[src/rtl/ifu_fetch_stage_pkg.sv]
// Shared pipeline definitions: reset/base addresses, NOP encoding and the IF/ID bundle.
package ifu_fetch_stage_pkg;

  localparam logic [31:0] IFU_RESET_PC = 32'h0000_3000;
  localparam logic [31:0] IFU_IM_BASE  = 32'h0000_3000;
  localparam logic [31:0] NOP_INSTR    = 32'h0000_0000;

  typedef struct packed {
    logic [31:0] instr;
    logic [31:0] pc;
    logic        valid;
    logic        fetch_err;
  } if_id_t;

  localparam int IF_ID_W = $bits(if_id_t);

endpackage

[src/rtl/ifu_fetch_stage_if_id_reg.sv]
// Stall-gated pipeline register with asynchronous clear; sized for the IF/ID bundle by default.
module if_id_reg
  import ifu_fetch_stage_pkg::*;
#(
  parameter int W = IF_ID_W
) (
  input  logic         clk,
  input  logic         reset,
  input  logic         stall,
  input  logic [W-1:0] d_in,
  output logic [W-1:0] q_out
);

  logic [W-1:0] bundle_q;
  logic [W-1:0] bundle_d;

  always_comb begin
    bundle_d = stall ? bundle_q : d_in;
  end

  always_ff @(posedge clk or posedge reset) begin
    if (reset) bundle_q <= '0;
    else       bundle_q <= bundle_d;
  end

  assign q_out = bundle_q;

endmodule

[src/rtl/ifu_fetch_stage.sv]
// MIPS instruction-fetch stage: PC register, fetch-address check, PC+4 and the IF/ID register.
module ifu_fetch_stage
  import ifu_fetch_stage_pkg::*;
#(
  parameter logic [31:0] RESET_PC = IFU_RESET_PC,
  parameter logic [31:0] IM_BASE  = IFU_IM_BASE,
  parameter int          IM_WORDS = 4096,
  parameter int          ADDR_W   = 12
) (
  input  logic              clk,
  input  logic              reset,
  input  logic [31:0]       next_pc,
  input  logic              stall,
  output logic [ADDR_W-1:0] im_addr,
  input  logic [31:0]       im_rdata,
  output logic [31:0]       F_pc,
  output logic [31:0]       F_pc4,
  output logic [31:0]       D_instr,
  output logic [31:0]       D_pc,
  output logic [31:0]       D_pc8,
  output logic              D_valid,
  output logic              D_fetch_err,
  output logic [31:0]       fetch_count
);

  // One past the last byte of instruction memory, kept at 33 bits so it cannot wrap.
  localparam logic [32:0] IM_END = {1'b0, IM_BASE} + 33'(IM_WORDS) * 33'd4;

  logic [31:0]        pc_q;
  logic [31:0]        pc_d;
  logic [31:0]        fetch_count_q;
  logic [31:0]        fetch_count_d;
  logic [31:0]        pc_off;
  logic               bad;
  if_id_t             if_id_d;
  if_id_t             if_id_q;
  logic [IF_ID_W-1:0] if_id_raw_q;

  always_comb begin
    pc_off        = pc_q - IM_BASE;
    bad           = (pc_q[1:0] != 2'b00) || (pc_q < IM_BASE) || ({1'b0, pc_q} >= IM_END);
    if_id_d           = '0;
    if_id_d.instr     = bad ? NOP_INSTR : im_rdata;
    if_id_d.pc        = pc_q;
    if_id_d.valid     = 1'b1;
    if_id_d.fetch_err = bad;
    pc_d          = stall ? pc_q : next_pc;
    fetch_count_d = stall ? fetch_count_q : fetch_count_q + 32'd1;
  end

  always_ff @(posedge clk or posedge reset) begin
    if (reset) begin
      pc_q          <= RESET_PC;
      fetch_count_q <= '0;
    end else begin
      pc_q          <= pc_d;
      fetch_count_q <= fetch_count_d;
    end
  end

  if_id_reg #(.W(IF_ID_W)) u_if_id (
    .clk   (clk),
    .reset (reset),
    .stall (stall),
    .d_in  (if_id_d),
    .q_out (if_id_raw_q)
  );

  assign if_id_q     = if_id_raw_q;
  assign im_addr     = ADDR_W'(pc_off >> 2);
  assign F_pc        = pc_q;
  assign F_pc4       = pc_q + 32'd4;
  assign D_instr     = if_id_q.instr;
  assign D_pc        = if_id_q.pc;
  assign D_pc8       = if_id_q.pc + 32'd8;
  assign D_valid     = if_id_q.valid;
  assign D_fetch_err = if_id_q.fetch_err;
  assign fetch_count = fetch_count_q;

endmodule
[config.mk]
export PLATFORM = sky130hd
export DESIGN_NAME = ifu_fetch_stage
export DESIGN_NICKNAME = d
export VERILOG_FILES = /design/src/rtl/ifu_fetch_stage_pkg.sv /design/src/rtl/ifu_fetch_stage_if_id_reg.sv /design/src/rtl/ifu_fetch_stage.sv
export SDC_FILE = /design/constraint.sdc
export NUM_CORES = 1
export LEC_CHECK = 0
export ABC_AREA = 1
export CAP_MARGIN = 0
export CORE_ASPECT_RATIO = 0.7
export CORE_MARGIN = 10
export CORE_UTILIZATION = 35
export DETAILED_ROUTE_END_ITERATION = 16
export GPL_ROUTABILITY_DRIVEN = 1
export PLACE_DENSITY = 0.62
export RECOVER_POWER = 50
export SYNTH_ARGS = -nofsm -noshare
export SYNTH_HDL_FRONTEND = slang
export SYNTH_SLANG_ARGS = --single-unit
[constraint.sdc]
create_clock -name clk -period 8.4 [get_ports clk]
set_input_delay 1.26 -clock clk [delete_from_list [all_inputs] [get_ports clk]]
set_output_delay 1.26 -clock clk [all_outputs]
set_load 0.1 [all_outputs]
==> results.json <==
{
  "status": "complete, but fails checks",
  "violations": "capacitance limit, slew limit",
  "ioPinCount": 273,
  "start_util_pct": 35.9,
  "cts_made_buffers": 17,
  "min_period_over_period_pct": 58.5,
  "syn_area_um2": 7520,
  "required_ns": 8.72,
  "syn_area_per_cell_um2": 7.40,
  "core_um2": 20900,
  "num_rows": 44,
  "cap_violations": 3,
  "hold_buffers": 0,
  "worst_pin_slew_ns": 2.57,
  "grt_use_total_pct": 20.0,
  "cts_setup_buffers": 0,
  "cts.sinks": 130,
  "grt_pass1_vias": 7057,
  "grt_max_degree": 101,
  "nNetsFinal": 1308,
  "slew_viol_final": 161,
  "wl_per_cell_um": 18.7,
  "drc": 0,
  "cts_buffer_depth": 2,
  "placed_area_um2": 10100,
  "p_leak_nw": 4.78,
  "syn_inst": 1015,
  "worst_setup_path_end_kind": "flip-flop",
  "async_reset_ff_share_pct": 100,
  "via_per_inst": 4.86,
  "setup_tns_ns": 0,
  "fmax_mhz": 204,
  "drtIter0Drc": 651,
  "clk_latency_ns": 0.42,
  "powerDensity_nw_per_um2": 234,
  "cts-root-buf": "clkbuf_16",
  "overflow": 0,
  "dp_hpwl_um": 22000,
  "yosysWarningCount": 0,
  "r2r-start": "F_pc[12]",
  "syn_nets": 1087,
  "port_buffers": 272,
  "skew_ns": 0.0116,
  "vias": 7423,
  "antenna_found_initial": 0,
  "hold_viol": 0,
  "cts_tree": "yes",
  "ys_ff_latch": 130,
  "yosysUniqueCellTypes": 28,
  "vdd_drop_max_uv": 193,
  "first_pass_iters": 5,
  "arrival_ns": 5.23,
  "routed_wl_um": 28600,
  "utilization_pct": 50.9,
  "drive_above_1_share_pct": 4.81,
  "synth_flop_cell": "dfrtp_1",
  "setup_violations": 0,
  "die_x_um": 195,
  "yosysSeqAreaShare_pct": 43.3,
  "cp_max_fo": 100,
  "fp.dieH_um": 143,
  "die_area_um2": 27800,
  "path_clk_slew_ns": 0.06,
  "slew_headroom_pct": -72.5,
  "period_needed_ns": 4.91,
  "grt_first_pass_wirelength_um": 43600,
  "postRouteAntennaNets": 0,
  "hold_path.startpoint": "u_if_id.q_out[56]",
  "cts_resized": 0,
  "routabilityCongestion": 0.926,
  "cts_max_level": 4,
  "grt_setup_unrepaired": "no",
  "synth_edf_count": 0,
  "startpoint_type": "input pin",
  "critPathLaunch": "stall",
  "hp-class": "flip-flop to flip-flop",
  "worstSetupPathType": "input pin to flip-flop",
  "synthToLayoutAreaGrowth_pct": 41.8,
  "final_cell_area_um2": 10700
}
-- kinds of logic after synthesis --
family | synth area share, %
xor+xnor | 5.59
fa+ha+maj | 0.832
compound gates | 4.20
simple gates | 35.6
buf+inv | 10.5
flops | 43.3
-- synthesized netlist by cell type (5+ instances only) --
| master | instances | area share (%) |
|---|---|---|
| buf_4 | 47 | 4.7 |
| nand3b_1 | 13 | 1.3 |
| buf_2 | 11 | 0.73 |
| nand2_1 | 374 | 19 |
| o21ai_0 | 63 | 4.2 |
| nand3_1 | 42 | 2.8 |
| nor2_4 | 5 | 0.75 |
| xnor2_1 | 17 | 2.0 |
| xor2_1 | 31 | 3.6 |
| clkbuf_1 | 11 | 0.55 |
| ha_1 | 5 | 0.83 |
| inv_1 | 74 | 3.7 |
| dfrtp_1 | 128 | 43 |
| nor2_1 | 128 | 6.4 |
| nand4_1 | 39 | 3.2 |
-- final timing paths --
kind | end | slack (ns) | depth (start not counted)
max | fetch_count[13] | 3.49 | 10
min | u_if_id.q_out[56] | 0.47 | 2
max reg2reg | u_if_id.q_out[0] | 5.77 | 7
min reg2reg | u_if_id.q_out[56] | 0.47 | 2
max in group asynchronous | fetch_count[30] | 4.46 | 3
min in group asynchronous | u_if_id.q_out[35] | 2.00 | 2
-- per-layer routing --
metal,part of all wire (%),vias up,track usage (%)
met3,9.2,18,7.34
met1,50,3552,29.5
met5,0,-,0
met2,40,247,27.3
met4,0.78,0,3.21
li1,-,3606,-
-- area by class of cell --
| class | count | area, µm² |
|---|---|---|
| antenna | 2 | 5.00 |
| clock buffer | 17 | 425 |
| clock inverter | 14 | 119 |
| fill | 2053 | 10300 |
| inverter | 77 | 292 |
| multi-input combinational | 734 | 3470 |
| sequential | 130 | 3260 |
| tap | 276 | 345 |
| timing repair buffer | 276 | 2750 |
-- flip-flops by register name, summed over array words and instances, names as in the netlist --
name,flops
u_if_id.q_out,66
F_pc,32
fetch_count,32
-- report_power, final --
part / switching [W] / internal [W]
clock: 0.000299 / 0.000403
sequential: 0.0000872 / 0.000673
combinational: 0.000814 / 0.000216
total: 0.00120 / 0.00129
-- placed cells by master, fill, tap and decap left out, types with 3 or more instances in the layout --
cell,count
nand3b_1,13
nand2_1,374
nand3_1,42
clkinv_2,5
o21ai_0,63
dlygate4sd3_1,37
ha_1,5
clkdlybuf4s50_1,234
nor2_2,6
buf_4,4
nand3_4,4
xnor2_1,17
nor2_1,127
dfrtp_1,128
clkbuf_16,17
nor2_4,4
inv_1,73
clkinvlp_4,5
xor2_1,31
clkinv_4,3
nand4_1,39
-- metrics by stage --
step | setup WS [ns] | total power [W] | hold WS (ns) | cells
2_1_floorplan | 3.64 | 0.00154 | 0.493 | 1015
3_3_place_gp | 4.43 | 0.00180 | 0.463 | 1493
3_5_place_dp | 4.37 | 0.00180 | 0.467 | 1493
4_1_cts | 3.93 | 0.00251 | 0.483 | 1524
5_1_grt | 2.98 | 0.00258 | 0.493 | 1524
6_report | 3.49 | 0.00249 | 0.472 | 1526
-- worst max-delay path: stages --
cell	delay (ns)
buf_4	0.69
clkinvlp_2	2.02
nand2_4	0.72
nor2_8	0.08
nand2_1	0.12
nor2_1	0.06
nand2_1	0.05
nand2_1	0.04
nand2_1	0.05
inv_1	0.04
Power figures use the tool's default switching activity.
==> RTL edit 1: new RTL, same flow settings <==
Set the parameter `ADDR_W` to 10 (it was 12).
--- a/src/rtl/ifu_fetch_stage.sv
+++ b/src/rtl/ifu_fetch_stage.sv
@@ -6,5 +6,5 @@
   parameter logic [31:0] IM_BASE  = IFU_IM_BASE,
   parameter int          IM_WORDS = 4096,
-  parameter int          ADDR_W   = 12
+  parameter int          ADDR_W   = 10
 ) (
   input  logic              clk,
Interface: changed (resized im_addr); port bits go from 273 to 271. The function was not compared with the original's and may differ.
==> RTL edit 1 against the unedited design <==
  * The flow still finishes with violations (capacitance limit, slew limit)
  * Clock power increased by 12%
  * Sequential cell count unchanged
  * Total power increased by 3.7%
  * First-iteration DRC count is 27% lower
  * Design area up 0.97%
  * Worst setup slack worse by 0.50 ns
  * Synthesized area grew 0.98%
  * Via count shrank 2.3%
  * Synthesized cell count shrank 3.9%
  * Routed wire length is 0.66% lower
  * Largest power group unchanged
==> RTL edit 1: results (changes against the unedited design) <==
| Metric | Value |
|---|---|
| Maximum root-to-sink buffer count | `2 (unchanged)` |
| GPL Wtd Cong | `0.904 (-2.5%)` |
| Post-synth ARST share | `1.00 (unchanged)` |
| Crit-path max cell delay | `1.89 ns (-0.13 ns)` |
| Filler Cells Inserted | `2007 (-2.2%)` |
| Root Buffer | `clkbuf_16` |
| Max Fanout on Critical Path | `59 (-41%)` |
| Vias | `7249 (-2.3%)` |
| H-tree depth | `4 (unchanged)` |
| Synth Area per Inst | `7.78 um2 (+5.1%)` |
| Adder-cell share of the synthesized area | `0.00659 (-0.00173)` |
| Fin. max-slew vios | `248 (+54%)` |
| Status | `finished, violations left` |
| Worst Min Path Start | `u_if_id.q_out[35]` |
| Worst EP arrival | `5.67 ns (+0.44 ns)` |
| Post-DP HPWL | `22300 um (+1.4%)` |
| Worst R2R Path Depth | `5 (-2)` |
| Clk slew on worst S/H paths | `0.06 ns (about the same)` |
| Dpl cells | `1451 (-2.8%)` |
| Tightest Pin Transition | `3.00 ns (+0.427 ns)` |
| Mapped Nets | `1046 (-3.8%)` |
| Leak pwr | `0.00475 uW (-0.56%)` |
| Max-cap check violation count | `5 (+2)` |
| Num CTS Buffers | `17 (unchanged)` |
| Max FFs per register | `66 (unchanged)` |
| Max VDD drop | `0.148 mV (-24%)` |
| Failing checks | `capacitance limit, slew limit` |
| Vias in the first global route | `6819 (-3.4%)` |
| Worst-Skew Late Latency | `0.41 ns` |
| Synth warn | `0 (unchanged)` |
| Clk_skew | `0.0124 ns (+0.000855 ns)` |
| Via/cell ratio | `4.89 (+0.49%)` |
| Initial antenna violation count | `1 (+1)` |
| WL/cell | `19.1 um (+2.2%)` |
| Area post-placement | `0.0102 mm2 (+0.75%)` |
| Synth top area cells | `dfrtp_1, nand2_1, buf_4, xor2_1, nand4_1` |
| Register area share after synthesis | `0.429 (-0.00421)` |
| Synth cell types | `38 (+36%)` |
| DRT iter0 DRCs | `472 (-27%)` |
| Largest net degree at the start of global routing | `67 (-34%)` |
| Psw | `1200 uW (-0.36%)` |
| Post-cts resize count | `0 (unchanged)` |
| Crit. Startpoint | `stall` |
| Slowest-stage cell, CP | `clkbuf_1` |
| Synth top cells by count | `nand2_1, dfrtp_1, inv_1` |
| Fraction of synthesized area in multiplexers | `0 (unchanged)` |
| Synth Area in XOR/XNOR | `0.0623 (+0.00638)` |
| Share of cells above drive strength 1 | `0.0705 (+0.0225)` |
| Synth Area in Compound Gates | `0.0463 (+0.00437)` |
| Count of nets after finishing | `1265 (-3.3%)` |
| # port buffers | `270 (-0.74%)` |
| Total Routing Usage GR | `0.195 (-0.00537)` |
| First-pass GRT wire length | `42900 um (-1.6%)` |
| Start of the worst register-to-register path | `F_pc[21]` |
## RTL edit 1: changes by cell type in the layout (fill, tap and decap cells not counted), sizes merged, moves of 4 or more
cell	before	now
clkdlybuf4s50	234	268
xnor2	17	13
nand4	39	56
inv	75	97
xor2	31	41
nor3	2	33
nand2	375	312
dlygate4sd3	37	1
nor2	139	83
## RTL edit 1: layout make-up
type | count | share of cell area
multi-input combinational | 672 | 0.320
inverter | 98 | 0.0343
sequential | 130 | 0.303
clock buffer | 17 | 0.0395
clock inverter | 13 | 0.0173
antenna | 2 | 0.000465
timing repair buffer | 275 | 0.253
tap | 276 | 0.0321
## RTL edit 1: metal layers
metal	track usage	part of all wire
met1	0.275	0.47
met2	0.280	0.43
met3	0.0697	0.098
met4	0.0361	0.0067
met5	0	0
## RTL edit 1: per-stage QoR
| step | total power, uW | utilization | setup WS, ns |
|---|---|---|---|
| after global routing | 2670 | 0.511 | 2.52 |
| after detailed placement | 1810 | 0.485 | 4.27 |
| after floorplan | 1560 | - | 3.67 |
| final | 2580 | 0.512 | 2.99 |
| after global placement | 1810 | 0.485 | 4.35 |
| after CTS | 2610 | 0.514 | 3.82 |
## RTL edit 1: cell families after synthesis
family,Yosys count
DFF,130
AOI/OAI and AO/OA,70
and+or+nand+nor,544
xor gates and xnor gates,54
adders and majority gates,4
buffers and inverters,173
## RTL edit 1: final timing paths
check                                         end  slack (ns)
worst max-delay path              fetch_count[19]        2.99
worst min-delay path            u_if_id.q_out[35]        0.48
worst max register to register  u_if_id.q_out[36]        5.50
worst min register to register  u_if_id.q_out[35]        0.48
max in group asynchronous         fetch_count[24]        4.35
min in group asynchronous       u_if_id.q_out[34]        2.17
## RTL edit 1: power groups by stage
stage	sequential, uW	clock (uW)	combinational [uW]
floorplan	991	0	568
global placement	764	0	1050
detailed placement	765	0	1050
CTS	756	800	1050
global route	766	825	1080
finish	756	783	1040
## RTL edit 1: worst max-delay path, delay by kind of cell
| kind | cells | cell delay [ns] |
|---|---|---|
| buf+inv | 2 | 3.18 |
| xor+xnor | 1 | 0.18 |
| simple gates | 3 | 1.01 |
==> RTL edit 2: new RTL, same settings <==
Made on the original files. Reset style: synchronous (`reset`), changed in 2 clocked blocks. Comments in the files are not updated.
--- a/src/rtl/ifu_fetch_stage_if_id_reg.sv
+++ b/src/rtl/ifu_fetch_stage_if_id_reg.sv
@@ -19,5 +19,5 @@
   end
 
-  always_ff @(posedge clk or posedge reset) begin
+  always_ff @(posedge clk) begin
     if (reset) bundle_q <= '0;
     else       bundle_q <= bundle_d;
--- a/src/rtl/ifu_fetch_stage.sv
+++ b/src/rtl/ifu_fetch_stage.sv
@@ -49,5 +49,5 @@
   end
 
-  always_ff @(posedge clk or posedge reset) begin
+  always_ff @(posedge clk) begin
     if (reset) begin
       pc_q          <= RESET_PC;
Function: differs if reset is asserted again (counterexample within 4 cycles, from zero or initial values and one cycle with reset high); with reset held inactive, the same outputs for 10 cycles.
==> RTL edit 2 against the unedited design <==
  * The flow still finishes with violations (capacitance limit, slew limit)
  * Design area is 6.1% lower
  * Critical path type unchanged
  * Register-to-register slack worse by 0.06 ns
  * Total power is 21% lower
  * Largest cell class unchanged
  * Via count is 2.5% lower
  * Largest power group is now clock
  * Critical path depth is 4 lower
  * Worst setup slack worse by 0.67 ns
  * Routed wire length is 6.0% lower
  * First-iteration DRC count is 10% lower
  * Synthesized area is 7.7% lower
  * Combinational power is 43% lower
  * Sequential cell count stayed put
==> RTL edit 2: results (changes against the unedited design) <==
| Metric | Value |
|---|---|
| Status | `finished, violations left` |
| Failing checks | `capacitance limit, slew limit` |
| Mapped Nets | `1069 (-1.7%)` |
| Adder-cell share of the synthesized area | `0.00902 (+0.000694)` |
| Post-DP HPWL | `20500 um (-6.8%)` |
| Share of cells above drive strength 1 | `0.0509 (+0.00283)` |
| Largest net degree at the start of global routing | `62 (-39%)` |
| Slowest-stage cell, CP | `clkbuf_1` |
| Fin cells | `1483 (-2.8%)` |
| Vias | `7239 (-2.5%)` |
| Synth Area in XOR/XNOR | `0.0682 (+0.0122)` |
| Area post-placement | `0.00949 mm2 (-6.2%)` |
| Fin. max-slew vios | `217 (+35%)` |
| Slew margin rel. | `-0.673 (+0.0524)` |
| Max VDD drop | `0.141 mV (-27%)` |
| Post-synth ARST share | `0 (-1.00)` |
| Filler Cells Inserted | `1889 (-8.0%)` |
| Max Fanout on Critical Path | `52 (-48%)` |
| Crit-path max cell delay | `1.77 ns (-0.25 ns)` |
| Pwr Density | `197 mW/mm2 (-16%)` |
| Count of nets after finishing | `1277 (-2.4%)` |
| Synth Area in Compound Gates | `0.117 (+0.0746)` |
| Worst setup path endpoint | `F_pc[21]` |
| Synth cell types | `32 (+14%)` |
| Combinational power | `589 uW (-43%)` |
| Vias in the first global route | `6575 (-6.8%)` |
| Hold WS | `0.458 ns (-0.0143 ns)` |
| GPL Wtd Cong | `0.967 (+4.4%)` |
| Worst R2R End | `u_if_id.q_out[43]` |
| WL met1 | `12900 um (-9.3%)` |
| Met2 usage | `0.281 (+0.00869)` |
| Max-cap check violation count | `4 (+1)` |
| Leak pwr | `0.00397 uW (-17%)` |
| GR Util met3 | `0.0775 (+0.00408)` |
| Worst Min Path Start | `u_if_id.q_out[65]` |
| Synth top cells by count | `nand2_1, nor2_1, dfxtp_1` |
| R2R Setup Slk | `5.71 ns (-0.06 ns)` |
| Synth top area cells | `dfxtp_1, nand2_1, nor2_1, a21oi_1, buf_4` |
| WL final | `26800 um (-6.0%)` |
| Synth Area per Inst | `6.96 um2 (-6.0%)` |
| Metal2 WL | `11100 um (-2.6%)` |
| Total Routing Usage GR | `0.197 (-0.00319)` |
| Start of the worst register-to-register path | `F_pc[13]` |
| First-pass GRT wire length | `40200 um (-7.7%)` |
| Clk_skew | `0.0106 ns (-0.000908 ns)` |
| Register area share after synthesis | `0.375 (-0.0580)` |
| Crit. Startpoint | `reset` |
| Worst EP arrival | `5.85 ns (+0.62 ns)` |
| Worst R2R Path Depth | `6 (-1)` |
==> RTL edit 2: worst min-delay path, stage by stage (launching register included) <==
cell and delay (ns):
dfxtp_1 0.31, nand2_1 0.05, a21oi_1 0.05
==> RTL edit 2: cells by family (layout without fill, tap and decap cells) <==
family / Yosys count / count (layout)
buf+inv: 178 / 399
fa+ha+maj: 5 / 5
flops: 130 / 130
xor+xnor: 54 / 54
other cells: 0 / 1
compound gates: 159 / 159
simple gates: 471 / 471
==> RTL edit 2: through the flow <==
stage	utilization	setup slack, ns
CTS	0.524	3.84
floorplan	-	3.60
detailed placement	0.495	4.30
global placement	0.495	4.26
global route	0.521	2.35
finish	0.522	2.82
==> RTL edit 2: cell type report <==
cell class | instances | share of cell area
Tap cell | 264 | 0.0330
Inverter | 89 | 0.0334
Clock inverter | 13 | 0.0113
Sequential cell | 130 | 0.260
Multi-Input combinational cell | 689 | 0.343
Timing Repair Buffer | 278 | 0.274
Clock buffer | 19 | 0.0443
Antenna cell | 1 | 0.000250
